$ cat src/rtl/seg7_signed_multi.sv
// seg7_signed_multi: shows one of N_CH signed channels in decimal on an
// 8-digit active-low 7-segment display, with a minus glyph, the channel index
// on the leftmost digit and a periodic sample/hold update.
//
// Ports:
//   CLK100MHZ   system clock
//   CPU_RESETN  synchronous active-low reset
//   ch_data     channel k in bits [16k+15:16k], low DATA_W bits two's complement
//   ch_sel      manual channel select (clamped to N_CH-1)
//   auto_cycle  1 = advance channel on every accepted update
//   hold        1 = freeze displayed value, lights dp on the rightmost digit
//   busy        binary-to-BCD conversion in progress
//   seg         active-low segments, seg[6]=a .. seg[0]=g
//   dp          active-low decimal point
//   an          active-low anodes, an[0] rightmost
module seg7_signed_multi #(
  parameter int unsigned DATA_W    = 12,
  parameter int unsigned N_CH      = 3,
  parameter int unsigned CLK_HZ    = 100_000_000,
  parameter int unsigned SCAN_HZ   = 1000,
  parameter int unsigned UPDATE_HZ = 10
) (
  input  logic                                    CLK100MHZ,
  input  logic                                    CPU_RESETN,
  input  logic [16*N_CH-1:0]                      ch_data,
  input  logic [((N_CH > 1) ? $clog2(N_CH) : 1)-1:0] ch_sel,
  input  logic                                    auto_cycle,
  input  logic                                    hold,
  output logic                                    busy,
  output logic [6:0]                              seg,
  output logic                                    dp,
  output logic [7:0]                              an
);

  localparam int unsigned SCAN_P = CLK_HZ / SCAN_HZ;
  localparam int unsigned UPD_P  = CLK_HZ / UPDATE_HZ;
  localparam logic [6:0]  SEG_BLANK = 7'h7F;
  localparam logic [6:0]  SEG_MINUS = 7'b111_1110;

  typedef enum logic [1:0] {IDLE, CONV, DONE} state_t;

  state_t              state;
  logic [31:0]         scan_cnt;
  logic [31:0]         upd_cnt;
  logic [2:0]          scan_idx;
  logic                tick;
  logic [2:0]          ch_idx;
  logic [2:0]          ch_nxt;
  logic [DATA_W-1:0]   raw;
  logic [DATA_W-1:0]   mag;
  logic [DATA_W-1:0]   bin;
  logic                neg;
  logic [19:0]         bcd;
  logic [19:0]         bcd_adj;
  logic [4:0]          iter;
  logic [19:0]         disp_bcd;
  logic                disp_neg;
  logic [2:0]          disp_ch;
  logic [2:0]          msd;
  logic [3:0]          dig;
  logic [6:0]          seg_nxt;

  function automatic logic [6:0] glyph(input logic [3:0] d);
    case (d)
      4'd0:    glyph = 7'h01;
      4'd1:    glyph = 7'h4F;
      4'd2:    glyph = 7'h12;
      4'd3:    glyph = 7'h06;
      4'd4:    glyph = 7'h4C;
      4'd5:    glyph = 7'h24;
      4'd6:    glyph = 7'h20;
      4'd7:    glyph = 7'h0F;
      4'd8:    glyph = 7'h00;
      4'd9:    glyph = 7'h04;
      default: glyph = SEG_BLANK;
    endcase
  endfunction

  assign tick = (upd_cnt == UPD_P - 1);

  // Channel chosen for the next accepted update
  always_comb begin
    ch_nxt = ch_idx;
    if (auto_cycle)
      ch_nxt = (32'(ch_idx) >= N_CH - 1) ? '0 : ch_idx + 3'd1;
    else if (32'(ch_sel) >= N_CH)
      ch_nxt = 3'(N_CH - 1);
    else
      ch_nxt = 3'(ch_sel);
  end

  always_comb begin
    raw = '0;
    for (int unsigned k = 0; k < N_CH; k++)
      if (3'(k) == ch_nxt) raw = ch_data[16*k +: DATA_W];
    // Unsigned DATA_W result: the most negative value maps to 2^(DATA_W-1)
    mag = raw[DATA_W-1] ? ('0 - raw) : raw;
  end

  // Add-3 correction on every BCD digit >= 5 before the next shift
  always_comb begin
    bcd_adj = bcd;
    for (int unsigned i = 0; i < 5; i++)
      if (bcd[4*i +: 4] >= 4'd5) bcd_adj[4*i +: 4] = bcd[4*i +: 4] + 4'd3;
  end

  always_ff @(posedge CLK100MHZ) begin
    if (!CPU_RESETN) begin
      scan_cnt <= '0;
      scan_idx <= '0;
      upd_cnt  <= '0;
    end else begin
      if (scan_cnt == SCAN_P - 1) begin
        scan_cnt <= '0;
        scan_idx <= scan_idx + 3'd1;
      end else begin
        scan_cnt <= scan_cnt + 32'd1;
      end
      upd_cnt <= tick ? '0 : upd_cnt + 32'd1;
    end
  end

  always_ff @(posedge CLK100MHZ) begin
    if (!CPU_RESETN) begin
      state    <= IDLE;
      busy     <= 1'b0;
      ch_idx   <= '0;
      bin      <= '0;
      neg      <= 1'b0;
      bcd      <= '0;
      iter     <= '0;
      disp_bcd <= '0;
      disp_neg <= 1'b0;
      disp_ch  <= '0;
    end else begin
      case (state)
        IDLE: begin
          if (tick && !hold) begin
            ch_idx <= ch_nxt;
            bin    <= mag;
            neg    <= raw[DATA_W-1];
            bcd    <= '0;
            iter   <= '0;
            busy   <= 1'b1;
            state  <= CONV;
          end
        end
        CONV: begin
          bcd  <= {bcd_adj[18:0], bin[DATA_W-1]};
          bin  <= bin << 1;
          iter <= iter + 5'd1;
          if (iter == 5'(DATA_W - 1)) state <= DONE;
        end
        DONE: begin
          disp_bcd <= bcd;
          disp_neg <= neg;
          disp_ch  <= ch_idx;
          busy     <= 1'b0;
          state    <= IDLE;
        end
        default: state <= IDLE;
      endcase
    end
  end

  // Most significant non-zero digit; d0 is always shown
  always_comb begin
    msd = '0;
    for (int unsigned i = 1; i < 5; i++)
      if (disp_bcd[4*i +: 4] != 4'd0) msd = 3'(i);
  end

  always_comb begin
    case (scan_idx)
      3'd1:    dig = disp_bcd[7:4];
      3'd2:    dig = disp_bcd[11:8];
      3'd3:    dig = disp_bcd[15:12];
      3'd4:    dig = disp_bcd[19:16];
      default: dig = disp_bcd[3:0];
    endcase
    seg_nxt = SEG_BLANK;
    if (scan_idx == 3'd7)
      seg_nxt = glyph({1'b0, disp_ch});
    else if (scan_idx <= msd)
      seg_nxt = glyph(dig);
    else if (disp_neg && scan_idx == msd + 3'd1)
      seg_nxt = SEG_MINUS;
  end

  always_ff @(posedge CLK100MHZ) begin
    if (!CPU_RESETN) begin
      an  <= 8'hFF;
      seg <= 7'h7F;
      dp  <= 1'b1;
    end else begin
      an  <= ~(8'b1 << scan_idx);
      seg <= seg_nxt;
      dp  <= ~(hold && scan_idx == 3'd0);
    end
  end

endmodule

$ cat config.mk
export PLATFORM = sky130hd
export DESIGN_NAME = seg7_signed_multi
export DESIGN_NICKNAME = d
export VERILOG_FILES = /design/src/rtl/seg7_signed_multi.sv
export SDC_FILE = /design/constraint.sdc
export NUM_CORES = 1
export LEC_CHECK = 0
export CAP_MARGIN = 40
export CELL_PAD_IN_SITES_DETAIL_PLACEMENT = 1
export CELL_PAD_IN_SITES_GLOBAL_PLACEMENT = 2
export CORE_ASPECT_RATIO = 1.75
export CORE_MARGIN = 3
export CORE_UTILIZATION = 32
export DETAILED_ROUTE_END_ITERATION = 10
export PLACE_DENSITY = 0.84
export SLEW_MARGIN = 20
export SYNTH_ARGS = -nofsm -noshare
export SYNTH_HDL_FRONTEND = slang
export SYNTH_SLANG_ARGS = --single-unit
$ cat constraint.sdc
create_clock -name CLK100MHZ -period 3.09 [get_ports CLK100MHZ]
set_clock_uncertainty 0.15 [all_clocks]
set_input_delay 0.618 -clock CLK100MHZ [delete_from_list [all_inputs] [get_ports CLK100MHZ]]
set_output_delay 0.618 -clock CLK100MHZ [all_outputs]
set_load 0.02 [all_outputs]
==> out/metrics.cfg, run 1 <==
[detailed_routing]
drc=0
drt_iter0_markers=219
wl_met3_um=416
wire_per_inst_um=15.2
met2_length_um=12100
vias=6843
drt_first_pass_iters=4
postRouteWirelength_um=20400
wl_met1_um=7470
avgViaCountPerCell=5.11
drtAntennaViolNets=0
top_layer=met4

[synth]
synth_compound_area_frac=0.154
synth_top_family_by_area=simple AND/OR/NAND/NOR gates
synth_edf_count=0
ys_top_cells_by_area=dfxtp_1, ha_1, xor2_1
ys_async_sr_fraction=0
yosys.cell_types.count=58
synth_cells=916
synthesis.nets=1007
synthFlopType=dfxtp_1
yosysWarnings=0
synth_top_cell_area_share=0.410
synthAdderAreaFrac=0.0600
synth_common_cells=dfxtp_1, nor2_1, nand2_1
ys_seq_area_frac=0.410
yosysTopAreaCell=dfxtp_1
netlist_area_um2=7720
synth_xor_xnor_area_share=0.0897
synth.mux.area_fraction=0.0172
synth-simple-area-share=0.233
synthMostInstantiatedCell=dfxtp_1
avgSynthCellArea_um2=8.43
ys_ff_latch=158

[layout]
layout-drive-gt1-share=0.128
synthToLayoutAreaGrowth_pct=26.2
n_antenna_cell=0
fin_nets=1114

[pwr]
p_sw_uw=1050
power.internal_uw=3360
p_seq_frac=0.466
p_clk_frac=0.461
p_leak_uw=0.00370
p_comb_frac=0.072
cellPowerDensity_nw_per_um2=453
p_total_uw=4410
switching_share=0.238
vdd.ir_drop.worst_mv=0.385

[critical_path]
path_buf_inv=3
setup.worst_path.start_class=register
slowest_stage=or4_1
crit_chain=inv_2 > ha_2 > nor4b_4 > buf_4 > a21oi_2 > o31a_1 > a222oi_1 > buf_4 > nand3_1 > or4_1 > a21oi_1
required_ns=3.31
slowest_delay_ns=0.48
cpMostUsedCell=buf_4
criticalPathCategory=register to register
crit_family=simple AND/OR/NAND/NOR gates
critPathMaxFanout=5
cp.arrival_ns=3.22
cp-end-kind=register

[clock_network]
ctsHoldBuffers=0
clockBufferDepth=2
cts-root-buf=clkbuf_16
insertion_delay_ns=0.43
cts_sinks=158
cts_tree=yes
h-tree-depth=4
numCtsBuffers=17
clk_pin_slew_worst_paths_ns=0.07

[die]
io_pins=71
die_h_um=211
die_area_um2=26100
placementRows=74
core-area_um2=23500
start_util=0.328
die_x_um=123

[sta]
final-setup-viol-count=0
layout_min_cycle_time_ns=3.00
period_share=0.970
fin_hold_ws_ns=0.300
hold_viol=0
rsz0062_at_grt=yes
fmax_mhz=334
drv_slew=0
relSlewSlack=0.563
worst_slew_pin_slew_ns=0.656

[flow_run]
cap_violations=0

[global_route]
antenna_found_initial=0
grt_max_degree=65
grt_pass1_vias=7164
grt_pass1_wl_um=33400
grt_overflow_total=0
grt_usage=0.160

[hold_path]
hp-class=register to register

[status]
status=completed

[place]
io_buffers=58
hpwl_um=15500
gp_congestion=0.791

==> layout make-up <==
type | count | area [um2]
sequential | 158 | 3170
timing repair buffer | 131 | 1150
clock inverter | 14 | 135
clock buffer | 18 | 439
tap | 304 | 380
fill | 2789 | 13800
multi-input combinational | 684 | 4350
inverter | 31 | 116
==> worst paths after layout <==
kind / from / endpoint / slack [ns] / cells past startpoint
worst max-delay path: ch_idx[0]$_SDFFE_PN0P_ / bin[11]$_SDFFE_PN0P_ / 0.09 / 11
worst max register to register: ch_idx[0]$_SDFFE_PN0P_ / bin[11]$_SDFFE_PN0P_ / 0.09 / 11
worst min-delay path: register / seg[6]$_SDFF_PN1_ / 0.30 / 1
worst min register to register: register / seg[6]$_SDFF_PN1_ / 0.30 / 1
==> power groups by stage <==
stage	registers (uW)	logic (uW)	clock network (uW)
after floorplan	2110	138	0
after global placement	2100	301	0
after detailed placement	2100	306	0
after CTS	2060	311	2090
after global routing	2060	346	2180
final	2060	318	2040
==> kinds of logic after synthesis <==
family / count (synthesis)
AND/OR/NAND/NOR: 373
buffers and inverters: 74
adder cells (fa/ha/maj): 37
XOR/XNOR: 79
AO/OA/AOI/OAI: 182
flip-flops: 158
multiplexers: 13
==> through the flow <==
stage	util	cells	worst slack [ns]	TNS (ns)	cell area (um2)
after floorplan	-	916	0.103	0	7720
after global placement	0.385	1303	-0.408	-2.54	9050
after detailed placement	0.385	1303	-0.530	-3.56	9050
after CTS	0.411	1337	0.00329	0	9660
after global routing	0.414	1340	-0.0211	-0.0211	9740
final	0.414	1340	0.0926	0	9740
==> routing by layer <==
metal / vias up / GRT usage
met1: 3319 / 0.148
met5: - / 0
li1: 3415 / -
met3: 22 / 0.0299
met2: 87 / 0.333
met4: 0 / 0.0532
==> worst reg2reg max path, cell delays in order, from the launching register on <==
cell and delay (ns):
dfxtp_2 0.33, inv_2 0.06, ha_2 0.20, nor4b_4 0.36, buf_4 0.18, a21oi_2 0.07
o31a_1 0.28, a222oi_1 0.40, buf_4 0.22, nand3_1 0.09, or4_1 0.48, a21oi_1 0.13
==> cell usage in the layout, fill, tap and decap left out, types with 11 or more instances in the layout <==
master / count
dfxtp_1: 155
nor2_1: 108
nand2_1: 102
buf_4: 71
a21oi_1: 64
clkdlybuf4s50_1: 57
xor2_1: 47
nand3_1: 41
ha_1: 36
xnor2_1: 32
inv_1: 29
o21ai_0: 29
a22oi_1: 25
nor3_1: 21
clkbuf_16: 17
nand4_1: 16
and3_1: 14
nand2b_1: 13
and2_1: 11
==> flip-flops by register name (all words and copies together) (netlist names), 2 cells and up, named ones only <==
register / cells
iter: 5
ch_idx: 3
scan_idx: 3
bcd: 20
bin: 12
scan_cnt: 32
upd_cnt: 32
state: 2
an: 8
seg: 7
disp_ch: 3
disp_bcd: 20
==> what timing repair did <==
item                       4_1_cts  5_1_grt
gates resized for setup          4       14
buffers inserted                 2        3
setup endpoints to repair        1       10
pin swaps                        1        6
(Power assumes the default switching activity.)
==> run 2: changes to the inputs <==
Settings changed: CORE_UTILIZATION 32 to 35, CTS_CLUSTER_DIAMETER set to 120, PLACE_DENSITY 0.84 to 0.87, REMOVE_ABC_BUFFERS set to 1.
Clock period 3.09 ns to 2.9 ns, I/O delays scaled along.
==> run 2 against run 1 <==
Effect of this change:
- flip-flop and latch count stayed put
- critical path type is now primary input to register
- die area is 8.2% lower
- register-to-register slack worse by 0.04 ns
- cell count hardly changed
- global-route usage is 1.1 points higher
- setup slack worse by 0.067 ns
- sequential share of layout area is 0.44 points lower
==> out/metrics.cfg, run 2 (synthesis results as in run 1) <==
[die]
placementRows=71
die_x_um=118
io_pins=71
core-area_um2=21600
die_area_um2=23900
die_h_um=202
start_util=0.358

[layout]
synthToLayoutAreaGrowth_pct=28.1
n_antenna_cell=0
final_util=0.458
regArea_um2=3170
multi_input_area_um2=4440
fin_nets=1129
final_common_cell=dfxtp_1
final_cell_mix=dfxtp_1, nor2_1, nand2_1
num-fill-cells=2535
reg_top3=scan_cnt (32), upd_cnt (32)
layout-drive-gt1-share=0.152
final_cells=1339

[detailed_routing]
wl_met1_um=7660
drtAntennaViolNets=0
wl_met3_um=368
avgViaCountPerCell=5.16
met2_length_um=11700
drt_first_pass_iters=5
vias=6911
wire_per_inst_um=15.1
drc=0
postRouteWirelength_um=20200
top_layer=met4
drt_iter0_markers=212

[pwr]
p_comb_frac=0.075
power.internal_uw=3610
p_sw_uw=1010
p_clk_frac=0.450
p_leak_uw=0.00378
vdd.ir_drop.worst_mv=0.413
p_seq_frac=0.475
cellPowerDensity_nw_per_um2=467
switching_share=0.219

[place]
gp_congestion=0.803
place_inst=1297
io_buffers=58
dp_slack_ns=-0.568
hpwl_um=14900

[global_route]
grt_max_degree=65
grt_overflow_total=0
grt_pass1_vias=7365
antenna_found_initial=0
grt_pass1_wl_um=33900
grt_usage=0.171

[clock_network]
numCtsBuffers=17
clk_pin_slew_worst_paths_ns=0.06
cts_sinks=158
h-tree-depth=4
cts_tree=yes
ctsHoldBuffers=0
clockBufferDepth=2
insertion_delay_ns=0.42
cts-root-buf=clkbuf_16

[critical_path]
critPathMaxFanout=8
worstRegToRegCells=12
crit_chain=dlygate4sd2_1 > nor4b_4 > buf_6 > buf_4 > a21o_4 > o31a_1 > a222oi_1 > buf_4 > nand3_2 > or4_4 > a21oi_2
setup.worst_path.start_class=primary input
cpMostUsedCell=buf_4
criticalPathCategory=primary input to register
cp-end-kind=register
cp.arrival_ns=3.09
slowest_delay_ns=0.49
required_ns=3.11
slowest_stage=or4_4

[hold_path]
whs_path_depth=1
hp-class=register to register

[sta]
worst_slack_ns=0.0252
relSlewSlack=0.590
drv_slew=0
hold_viol=0
final-setup-viol-count=0
worst_slew_pin_slew_ns=0.616
rsz0062_at_grt=yes
fmax_mhz=348
period_share=0.991
layout_min_cycle_time_ns=2.87
tns_ns=0

[status]
status=completed

[flow_run]
cap_violations=0

==> run 2: changes by cell type in the layout (fill, tap and decap cells not counted), sizes merged <==
cell | before | now
buf | 73 | 88
bufinv | 1 | 2
clkbuf | 18 | 20
clkinvlp | 3 | 1
inv | 36 | 31
==> run 2: critical path: cells and delay by family <==
kind | cells | cell delay [ns]
compound gates | 4 | 1.02
buf+inv | 4 | 0.77
simple gates | 3 | 0.72
==> run 2: routing by layer <==
metal	global-route usage	vias up
met5	0	-
met2	0.354	87
met1	0.162	3352
met4	0.0633	0
met3	0.0286	28
li1	-	3444
==> run 2: path summary, 6_finish.rpt <==
kind | from | endpoint | slack [ns]
max | auto_cycle | bin[11]$_SDFFE_PN0P_ | 0.03
min | register | seg[6]$_SDFF_PN1_ | 0.28
max reg2reg | ch_idx[0]$_SDFFE_PN0P_ | bin[11]$_SDFFE_PN0P_ | 0.05
min reg2reg | register | seg[6]$_SDFF_PN1_ | 0.28
==> run 2: power groups by stage <==
stage	Sequential (uW)	Clock, uW	Combinational (uW)
finish	2190	2080	348
global route	2190	2220	380
CTS	2190	2140	322
detailed placement	2240	0	315
global placement	2240	0	311
floorplan	2250	0	136
==> run 2: area by class of cell <==
| class | instances | area share |
|---|---|---|
| Clock buffer | 20 | 0.0442 |
| Timing Repair Buffer | 146 | 0.127 |
| Inverter | 31 | 0.0118 |
| Sequential cell | 158 | 0.321 |
| Multi-Input combinational cell | 684 | 0.449 |
| Tap cell | 292 | 0.0369 |
| Clock inverter | 8 | 0.00974 |
==> run 2: stage by stage <==
stage / area [um2] / hold WS [ns] / total power (uW)
after global placement: 9070 / 0.274 / 2550
after floorplan: 7550 / 0.263 / 2380
after CTS: 9650 / 0.287 / 4660
after detailed placement: 9070 / 0.273 / 2560
final: 9890 / 0.281 / 4620
after global routing: 9890 / 0.304 / 4790
==> run 2: what timing repair did <==
item	in CTS	in global routing
setup buffers	3	11
gates resized for setup	6	37
setup endpoints to repair	4	15
pin swaps	1	20
cloned	0	0
